## src/rtl/period_stb_gen.sv

```systemverilog
// Period-measuring strobe generator: averages the sig_i period over 2**AVG_LOG2 edges,
// then free-runs a strobe at that period aligned to a later sig_i edge, with loss-of-signal detection.
module period_stb_gen #(
    parameter int unsigned CNT_W       = 32,
    parameter int unsigned AVG_LOG2    = 2,
    parameter int unsigned SYNC_STAGES = 2,
    parameter int unsigned TIMEOUT     = 1048576,
    parameter int unsigned MIN_PERIOD  = 8
) (
    input  logic             clk_i,
    input  logic             arst_i,
    input  logic             sig_i,
    input  logic             start_i,
    input  logic             oe_i,
    input  logic [CNT_W-1:0] phase_i,
    input  logic [CNT_W-1:0] width_i,
    output logic             stb_o,
    output logic             rdy_o,
    output logic             busy_o,
    output logic             err_o,
    output logic [CNT_W-1:0] period_o
);

    localparam int unsigned ACC_W = CNT_W + AVG_LOG2;
    localparam int unsigned EC_W  = AVG_LOG2 + 1;
    localparam int unsigned NAVG  = 1 << AVG_LOG2;

    typedef enum logic [2:0] {
        IDLE    = 3'd0,
        ARM     = 3'd1,
        MEASURE = 3'd2,
        CHECK   = 3'd3,
        ALIGN   = 3'd4,
        RUN     = 3'd5,
        ERR     = 3'd6
    } state_t;

    state_t                 state_r, state_n;
    logic [SYNC_STAGES-1:0] sync_r;
    logic                   prev_r, rise_q_r;
    logic [ACC_W-1:0]       acc_r, acc_p1_s;
    logic [EC_W-1:0]        ecnt_r;
    logic [CNT_W-1:0]       gap_r, period_r, phase_r, width_r, ph_r, per_s;
    logic                   first_r, stb_r, rdy_r, busy_r, err_r;
    logic                   bad_s, tmo_s, active_s, in_win_s, stb_int_s;
    logic [CNT_W:0]         end_s, per_x_s, ph_x_s;

    // sig_i synchroniser and registered rising-edge detect
    always_ff @(posedge clk_i or negedge arst_i) begin
        if (!arst_i) begin
            sync_r   <= '0;
            prev_r   <= 1'b0;
            rise_q_r <= 1'b0;
        end else begin
            sync_r   <= {sync_r[SYNC_STAGES-2:0], sig_i};
            prev_r   <= sync_r[SYNC_STAGES-1];
            rise_q_r <= sync_r[SYNC_STAGES-1] & ~prev_r;
        end
    end

    assign acc_p1_s = acc_r + ACC_W'(1);
    assign per_s    = CNT_W'(acc_p1_s >> AVG_LOG2);
    assign bad_s    = (per_s < CNT_W'(MIN_PERIOD)) || (width_i == '0) ||
                      (width_i >= per_s) || (phase_i >= per_s);
    assign active_s = (state_r == ARM) || (state_r == MEASURE) ||
                      (state_r == ALIGN) || (state_r == RUN);
    assign tmo_s    = active_s && !rise_q_r && (gap_r == CNT_W'(TIMEOUT - 1));

    // state register
    always_ff @(posedge clk_i or negedge arst_i) begin
        if (!arst_i) begin
            state_r <= IDLE;
        end else begin
            state_r <= state_n;
        end
    end

    // next-state decode; start_i outranks timeout
    always_comb begin
        state_n = state_r;
        case (state_r)
            IDLE, ERR: begin
                if (start_i) state_n = ARM;
                else         state_n = state_r;
            end
            default: begin
                if (start_i)    state_n = ARM;
                else if (tmo_s) state_n = ERR;
                else begin
                    case (state_r)
                        ARM:     state_n = rise_q_r ? MEASURE : ARM;
                        MEASURE: state_n = (rise_q_r && (ecnt_r == EC_W'(NAVG - 1))) ? CHECK : MEASURE;
                        CHECK:   state_n = bad_s ? ERR : ALIGN;
                        ALIGN:   state_n = rise_q_r ? RUN : ALIGN;
                        RUN:     state_n = RUN;
                        default: state_n = IDLE;
                    endcase
                end
            end
        endcase
    end

    // Strobe window; the wrapped tail is suppressed until ph first wraps so the first pulse starts at phase
    always_comb begin
        end_s   = {1'b0, phase_r} + {1'b0, width_r};
        per_x_s = {1'b0, period_r};
        ph_x_s  = {1'b0, ph_r};
        if (end_s <= per_x_s) begin
            in_win_s = (ph_r >= phase_r) && (ph_x_s < end_s);
        end else begin
            in_win_s = (ph_r >= phase_r) || (!first_r && (ph_x_s < (end_s - per_x_s)));
        end
        stb_int_s = (state_r == RUN) && in_win_s;
    end

    // measurement, phase counter and registered outputs
    always_ff @(posedge clk_i or negedge arst_i) begin
        if (!arst_i) begin
            acc_r    <= '0;
            ecnt_r   <= '0;
            gap_r    <= '0;
            period_r <= '0;
            phase_r  <= '0;
            width_r  <= '0;
            ph_r     <= '0;
            first_r  <= 1'b0;
            stb_r    <= 1'b0;
            rdy_r    <= 1'b0;
            busy_r   <= 1'b0;
            err_r    <= 1'b0;
        end else begin
            if ((state_r == IDLE) || (state_r == ERR) || start_i || rise_q_r) begin
                gap_r <= '0;
            end else begin
                gap_r <= gap_r + CNT_W'(1);
            end

            if ((state_r == ARM) && (state_n == MEASURE)) begin
                acc_r  <= '0;
                ecnt_r <= '0;
            end else if ((state_r == MEASURE) && (state_n == MEASURE)) begin
                acc_r <= acc_p1_s;
                if (rise_q_r) ecnt_r <= ecnt_r + EC_W'(1);
                else          ecnt_r <= ecnt_r;
            end else begin
                acc_r  <= acc_r;
                ecnt_r <= ecnt_r;
            end

            if (state_r == CHECK) begin
                period_r <= per_s;
                phase_r  <= phase_i;
                width_r  <= width_i;
            end

            if ((state_r == ALIGN) && (state_n == RUN)) begin
                ph_r    <= '0;
                first_r <= 1'b1;
            end else if (state_r == RUN) begin
                if (ph_r == (period_r - CNT_W'(1))) begin
                    ph_r    <= '0;
                    first_r <= 1'b0;
                end else begin
                    ph_r <= ph_r + CNT_W'(1);
                end
            end

            stb_r  <= stb_int_s && oe_i && (state_n == RUN);
            rdy_r  <= (state_n == RUN);
            busy_r <= (state_n == ARM) || (state_n == MEASURE) ||
                      (state_n == CHECK) || (state_n == ALIGN);
            err_r  <= (state_n == ERR);
        end
    end

    assign stb_o    = stb_r;
    assign rdy_o    = rdy_r;
    assign busy_o   = busy_r;
    assign err_o    = err_r;
    assign period_o = period_r;

endmodule

```

## config.mk

```make
export PLATFORM = sky130hd
export DESIGN_NAME = period_stb_gen
export DESIGN_NICKNAME = d
export VERILOG_FILES = /design/src/rtl/period_stb_gen.sv
export SDC_FILE = /design/constraint.sdc
export NUM_CORES = 1
export LEC_CHECK = 0
export ABC_AREA = 0
export ABC_CLOCK_PERIOD_IN_PS = 12640
export BUFFER_PORTS_ARGS = -buffer_cell sky130_fd_sc_hd__buf_2
export CAP_MARGIN = 20
export CORE_UTILIZATION = 50
export CTS_BUF_LIST = sky130_fd_sc_hd__clkbuf_8
export CTS_CLUSTER_DIAMETER = 120
export DETAILED_ROUTE_END_ITERATION = 8
export PLACE_DENSITY = 0.68
export RECOVER_POWER = 25
export REMOVE_ABC_BUFFERS = 1
export SLEW_MARGIN = 20
export SYNTH_ARGS = -nofsm -noshare
export SYNTH_HDL_FRONTEND = slang
export SYNTH_SLANG_ARGS = --single-unit
```

## constraint.sdc

```tcl
create_clock -name clk_i -period 12.64 [get_ports clk_i]
set_clock_uncertainty 0.1 [all_clocks]
set_input_delay 1.264 -clock clk_i [delete_from_list [all_inputs] [get_ports clk_i]]
set_output_delay 1.264 -clock clk_i [all_outputs]
set_load 0.01 [all_outputs]
```

==> key figures <==
Worst setup path
  – Element type at the critical path end: async pin
  – Worst Path Required: 11.59 ns
  – Largest incremental delay on the critical path: approximately 4.6 ns
  – Critical path startpoint category: input pin
  – Path depth of the worst reg2reg path: 24
  – Largest fanout of any net on the critical path: approximately 120
  – Data arrival time of the critical path: roughly 6.1 ns
  – Logic depth of the worst setup path including buffers: 1
  – Crit path buf inv count: 1
  – Slowest library cell on the worst path: sky130_fd_sc_hd__clkbuf_1
  – Family with the most delay on the worst path: buffers and inverters
  – Critical setup path kind: input pin to async pin
  – Cell chain of the critical path: clkbuf_1

Placement
  – Post-detailed-placement half-perimeter wirelength: between 40000 and 50000 um
  – Port Buffer Count: around 100
  – GPL Wtd Cong: around 1

Timing
  – Setup repair after global routing missed its margin: no
  – Share of the cycle needed by the critical path after routing: 0.562
  – Slew at the pin closest to its max-slew limit: slightly below 7 ns
  – Upper clock frequency limit: around 0.14 GHz
  – Final-report hold violation count: 0
  – Period minus WS final: 7.10 ns
  – Setup violation total in the final timing report: 0
  – Slew Viols, Final: approximately 130
  – Post-route setup TNS: 0 ns
  – Relative slew slack: -3.50

Logic synthesis
  – Post-synthesis sequential element count: roughly 210
  – Asr flop ratio synth: 1.00
  – Predominant post-synthesis flop cell: sky130_fd_sc_hd__dfrtp_1
  – Number of instances in the synthesized netlist: ~2100
  – Area of the mapped netlist: ~0.018 mm2
  – Post-synth EDFFs: 0
  – Warnings from Yosys: 0
  – Synthesized area divided by synthesized cell count: about 8.6 um2
  – Number of distinct standard cells referenced by the synthesized netlist: 73
  – Proportion of synthesized chip area in sequential cells: 0.290

CTS
  – Post-CTS Setup Bufs: 0
  – Number of hold buffers added after cts: 0
  – Register clock-pin slew on the reported worst setup and hold paths: roughly 0.060 ns
  – Root buf cell: sky130_fd_sc_hd__clkbuf_8
  – Number of buffers between clock root and the deepest sink: 3
  – Clock Latency Late Sink: 0.61 ns
  – Count of cells resized by post-cts repair: 0
  – Cts bufs inserted: 40
  – CTS tree: yes
  – Clock sinks: roughly 210
  – Deepest level of the CTS H-tree: 2

Cells and area
  – Layout overhead on the synthesized area: 9.40%
  – Fraction of layout cells with a size suffix above 1: 0.110
  – Post-layout util: 0.556
  – Number of diodes added for antenna fixing: 0
  – Fin nets: around 2500

Flow run
  – Max-capacitance violation count: 1

Status
  – Run status: complete, but fails checks
  – Failing checks: capacitance limit, slew limit

Global route
  – Largest net degree at the start of global routing: 125
  – Initial antenna violation count: 0
  – GRT Overall Usage: 0.293
  – Global-route wire length before repair: approximately 84000 um
  – Total congestion overflow after global routing: 0
  – Via count of the first global-routing pass: between 15000 and 20000

Route
  – Detailed-route DRC error count: 0
  – Total number of vias: 16125
  – Post-detailed-route via-to-cell ratio: 6.06
  – Detailed-router iteration count before antenna repair: 5
  – Drt wl/cell: roughly 20 um
  – Routed Antenna Nets: 0
  – Starting DRT DRC Count: between 1000 and 1500
  – Total wire length: between 50000 and 60000 um

Min path
  – Worst hold path class: register to register
  – Hold Crit Depth: 0

Floorplan
  – Height of the die: about 190 um
  – DIE AREA: between 0.03 and 0.04 mm2
  – Starting density of the core: 0.508
  – Number of primary I/O pins: 105
  – Placeable core region: approximately 0.035 mm2
  – Site Rows: 69
  – Chip Width: 192 um
## final cells by class
cell class	instances	area [um2]
multi-input cells	1652	11900
inverters	153	574
well taps	461	577
clock buffers	47	647
clock inverters	22	145
repair buffers	117	621
fillers	3313	15800
flip-flops and latches	209	5230
## synth_stat cells (all sizes together) (7+ instances only)
cell       n  area share
nor2     118       0.025
and4      16      0.0078
dfrtp    209        0.29
o21bai    12      0.0050
and3      34       0.012
xnor2     95       0.046
nand3     79       0.024
or4        8      0.0033
or3       16      0.0058
nand2    152       0.032
a21o      87       0.036
nor2b     15      0.0052
and2      12      0.0042
nor4      30       0.011
a21oi    110       0.031
o31ai     46       0.019
o21ai    161       0.045
mux2      37       0.023
a2111oi   10      0.0049
buf       13      0.0045
nand4     57       0.020
o31a       7      0.0034
nand2b    26      0.0090
o211ai     7      0.0029
clkbuf    66       0.014
ha       228        0.16
or2        7      0.0024
a211oi    14      0.0058
a31oi     34       0.012
a221oi    10      0.0049
mux2i     13      0.0072
o21a      16      0.0067
o22ai     18      0.0062
nor3      39       0.012
inv      153       0.032
xor2      76       0.037
## cells in the final DEF, fill, tap and decap left out, types with 8 or more instances in the layout
cell type | synthesis | routed
sky130_fd_sc_hd__a2111oi_0 | 10 | 10
sky130_fd_sc_hd__a211oi_1 | 14 | 14
sky130_fd_sc_hd__a21o_1 | 87 | 87
sky130_fd_sc_hd__a21oi_1 | 110 | 110
sky130_fd_sc_hd__a221oi_1 | 10 | 10
sky130_fd_sc_hd__a31oi_1 | 34 | 34
sky130_fd_sc_hd__and2_1 | 11 | 11
sky130_fd_sc_hd__and3_1 | 33 | 33
sky130_fd_sc_hd__and4_1 | 16 | 16
sky130_fd_sc_hd__buf_2 | 8 | 103
sky130_fd_sc_hd__buf_4 | 4 | 12
sky130_fd_sc_hd__clkbuf_8 | 0 | 47
sky130_fd_sc_hd__dfrtp_1 | 209 | 209
sky130_fd_sc_hd__ha_1 | 228 | 228
sky130_fd_sc_hd__inv_1 | 152 | 164
sky130_fd_sc_hd__mux2_2 | 37 | 37
sky130_fd_sc_hd__mux2i_1 | 13 | 13
sky130_fd_sc_hd__nand2_1 | 152 | 151
sky130_fd_sc_hd__nand2b_1 | 26 | 26
sky130_fd_sc_hd__nand3_1 | 74 | 74
sky130_fd_sc_hd__nand4_1 | 56 | 56
sky130_fd_sc_hd__nor2_1 | 118 | 117
sky130_fd_sc_hd__nor2b_1 | 15 | 15
sky130_fd_sc_hd__nor3_1 | 36 | 36
sky130_fd_sc_hd__nor4_1 | 29 | 28
sky130_fd_sc_hd__o21a_1 | 16 | 16
sky130_fd_sc_hd__o21ai_0 | 159 | 159
sky130_fd_sc_hd__o21bai_1 | 12 | 12
sky130_fd_sc_hd__o22ai_1 | 18 | 18
sky130_fd_sc_hd__o31ai_1 | 46 | 45
sky130_fd_sc_hd__or3_1 | 15 | 15
sky130_fd_sc_hd__or4_1 | 8 | 8
sky130_fd_sc_hd__xnor2_1 | 95 | 95
sky130_fd_sc_hd__xor2_1 | 76 | 76
## worst register-to-register path, stage by stage (launching register included)
cell and delay [ns]:
sky130_fd_sc_hd__dfrtp_1 0.40, sky130_fd_sc_hd__ha_1 0.24, sky130_fd_sc_hd__fa_1 0.43, sky130_fd_sc_hd__a211oi_1 0.32, sky130_fd_sc_hd__o21ai_0 0.17, sky130_fd_sc_hd__a31oi_1 0.33
sky130_fd_sc_hd__o21ai_0 0.24, sky130_fd_sc_hd__a21o_1 0.25, sky130_fd_sc_hd__a31o_2 0.24, sky130_fd_sc_hd__a21o_1 0.19, sky130_fd_sc_hd__xor2_1 0.25, sky130_fd_sc_hd__ha_1 0.37
sky130_fd_sc_hd__a21o_1 0.21, sky130_fd_sc_hd__a21o_1 0.18, sky130_fd_sc_hd__a2111oi_0 0.39, sky130_fd_sc_hd__o21ai_0 0.18, sky130_fd_sc_hd__a221oi_1 0.55, sky130_fd_sc_hd__o31a_1 0.27
sky130_fd_sc_hd__o21ai_0 0.14, sky130_fd_sc_hd__xnor2_1 0.22, sky130_fd_sc_hd__ha_1 0.28, sky130_fd_sc_hd__a211oi_1 0.32, sky130_fd_sc_hd__o2111ai_1 0.16, sky130_fd_sc_hd__o2111ai_1 0.23
sky130_fd_sc_hd__o311a_1 0.20
## sequential cells by signal (all words and copies together) (netlist names)
| name | cells |
|---|---|
| acc_r | 34 |
| gap_r | 32 |
| period_o | 32 |
| ph_r | 32 |
| phase_r | 32 |
| width_r | 32 |
| ecnt_r | 3 |
| state_r | 3 |
| sync_r | 2 |
| busy_o | 1 |
| err_o | 1 |
| first_r | 1 |
| prev_r | 1 |
| rdy_o | 1 |
| rise_q_r | 1 |
| stb_o | 1 |
## per-stage QoR
stage | hold WS, ns | cells | instance area, um2 | setup WS [ns]
2_1_floorplan | 0.231 | 2014 | 17700 | 6.75
3_3_place_gp | 0.234 | 2592 | 18900 | 5.94
3_5_place_dp | 0.240 | 2592 | 18900 | 5.76
4_1_cts | 0.251 | 2661 | 19700 | 5.77
5_1_grt | 0.256 | 2661 | 19700 | 4.10
6_report | 0.245 | 2661 | 19700 | 5.54
## layer usage
metal	track usage	wire, um	vias up	share of wire
li1	-	-	7810	-
met1	0.394	24000	7767	0.45
met2	0.478	24500	441	0.46
met3	0.0334	2560	107	0.049
met4	0.115	1830	0	0.035
met5	0	0	-	0
## worst paths after layout
check,from,end,slack (ns)
max,arst_i,acc_r[19],5.54
min,sync_r[0],sync_r[1],0.25
max reg2reg,phase_r[0],stb_o,5.73
min reg2reg,sync_r[0],sync_r[1],0.25
max in group clk_i,phase_r[0],stb_o,5.73
min in group asynchronous,arst_i,ph_r[27],3.08
## logic make-up (layout without fill, tap and decap cells)
logic type | after synthesis | count (layout) | share of synthesized area
adders and majority gates | 231 | 231 | 0.161
buffers and inverters | 232 | 339 | 0.0501
xor gates and xnor gates | 171 | 171 | 0.0831
muxes | 50 | 50 | 0.0303
AOI/OAI and AO/OA | 577 | 577 | 0.205
DFF | 209 | 209 | 0.290
and+or+nand+nor | 623 | 623 | 0.180
Power is left out: the tool's default activity adds up to more than one toggle a clock period on the data nets, which glitch-free logic cannot reach.
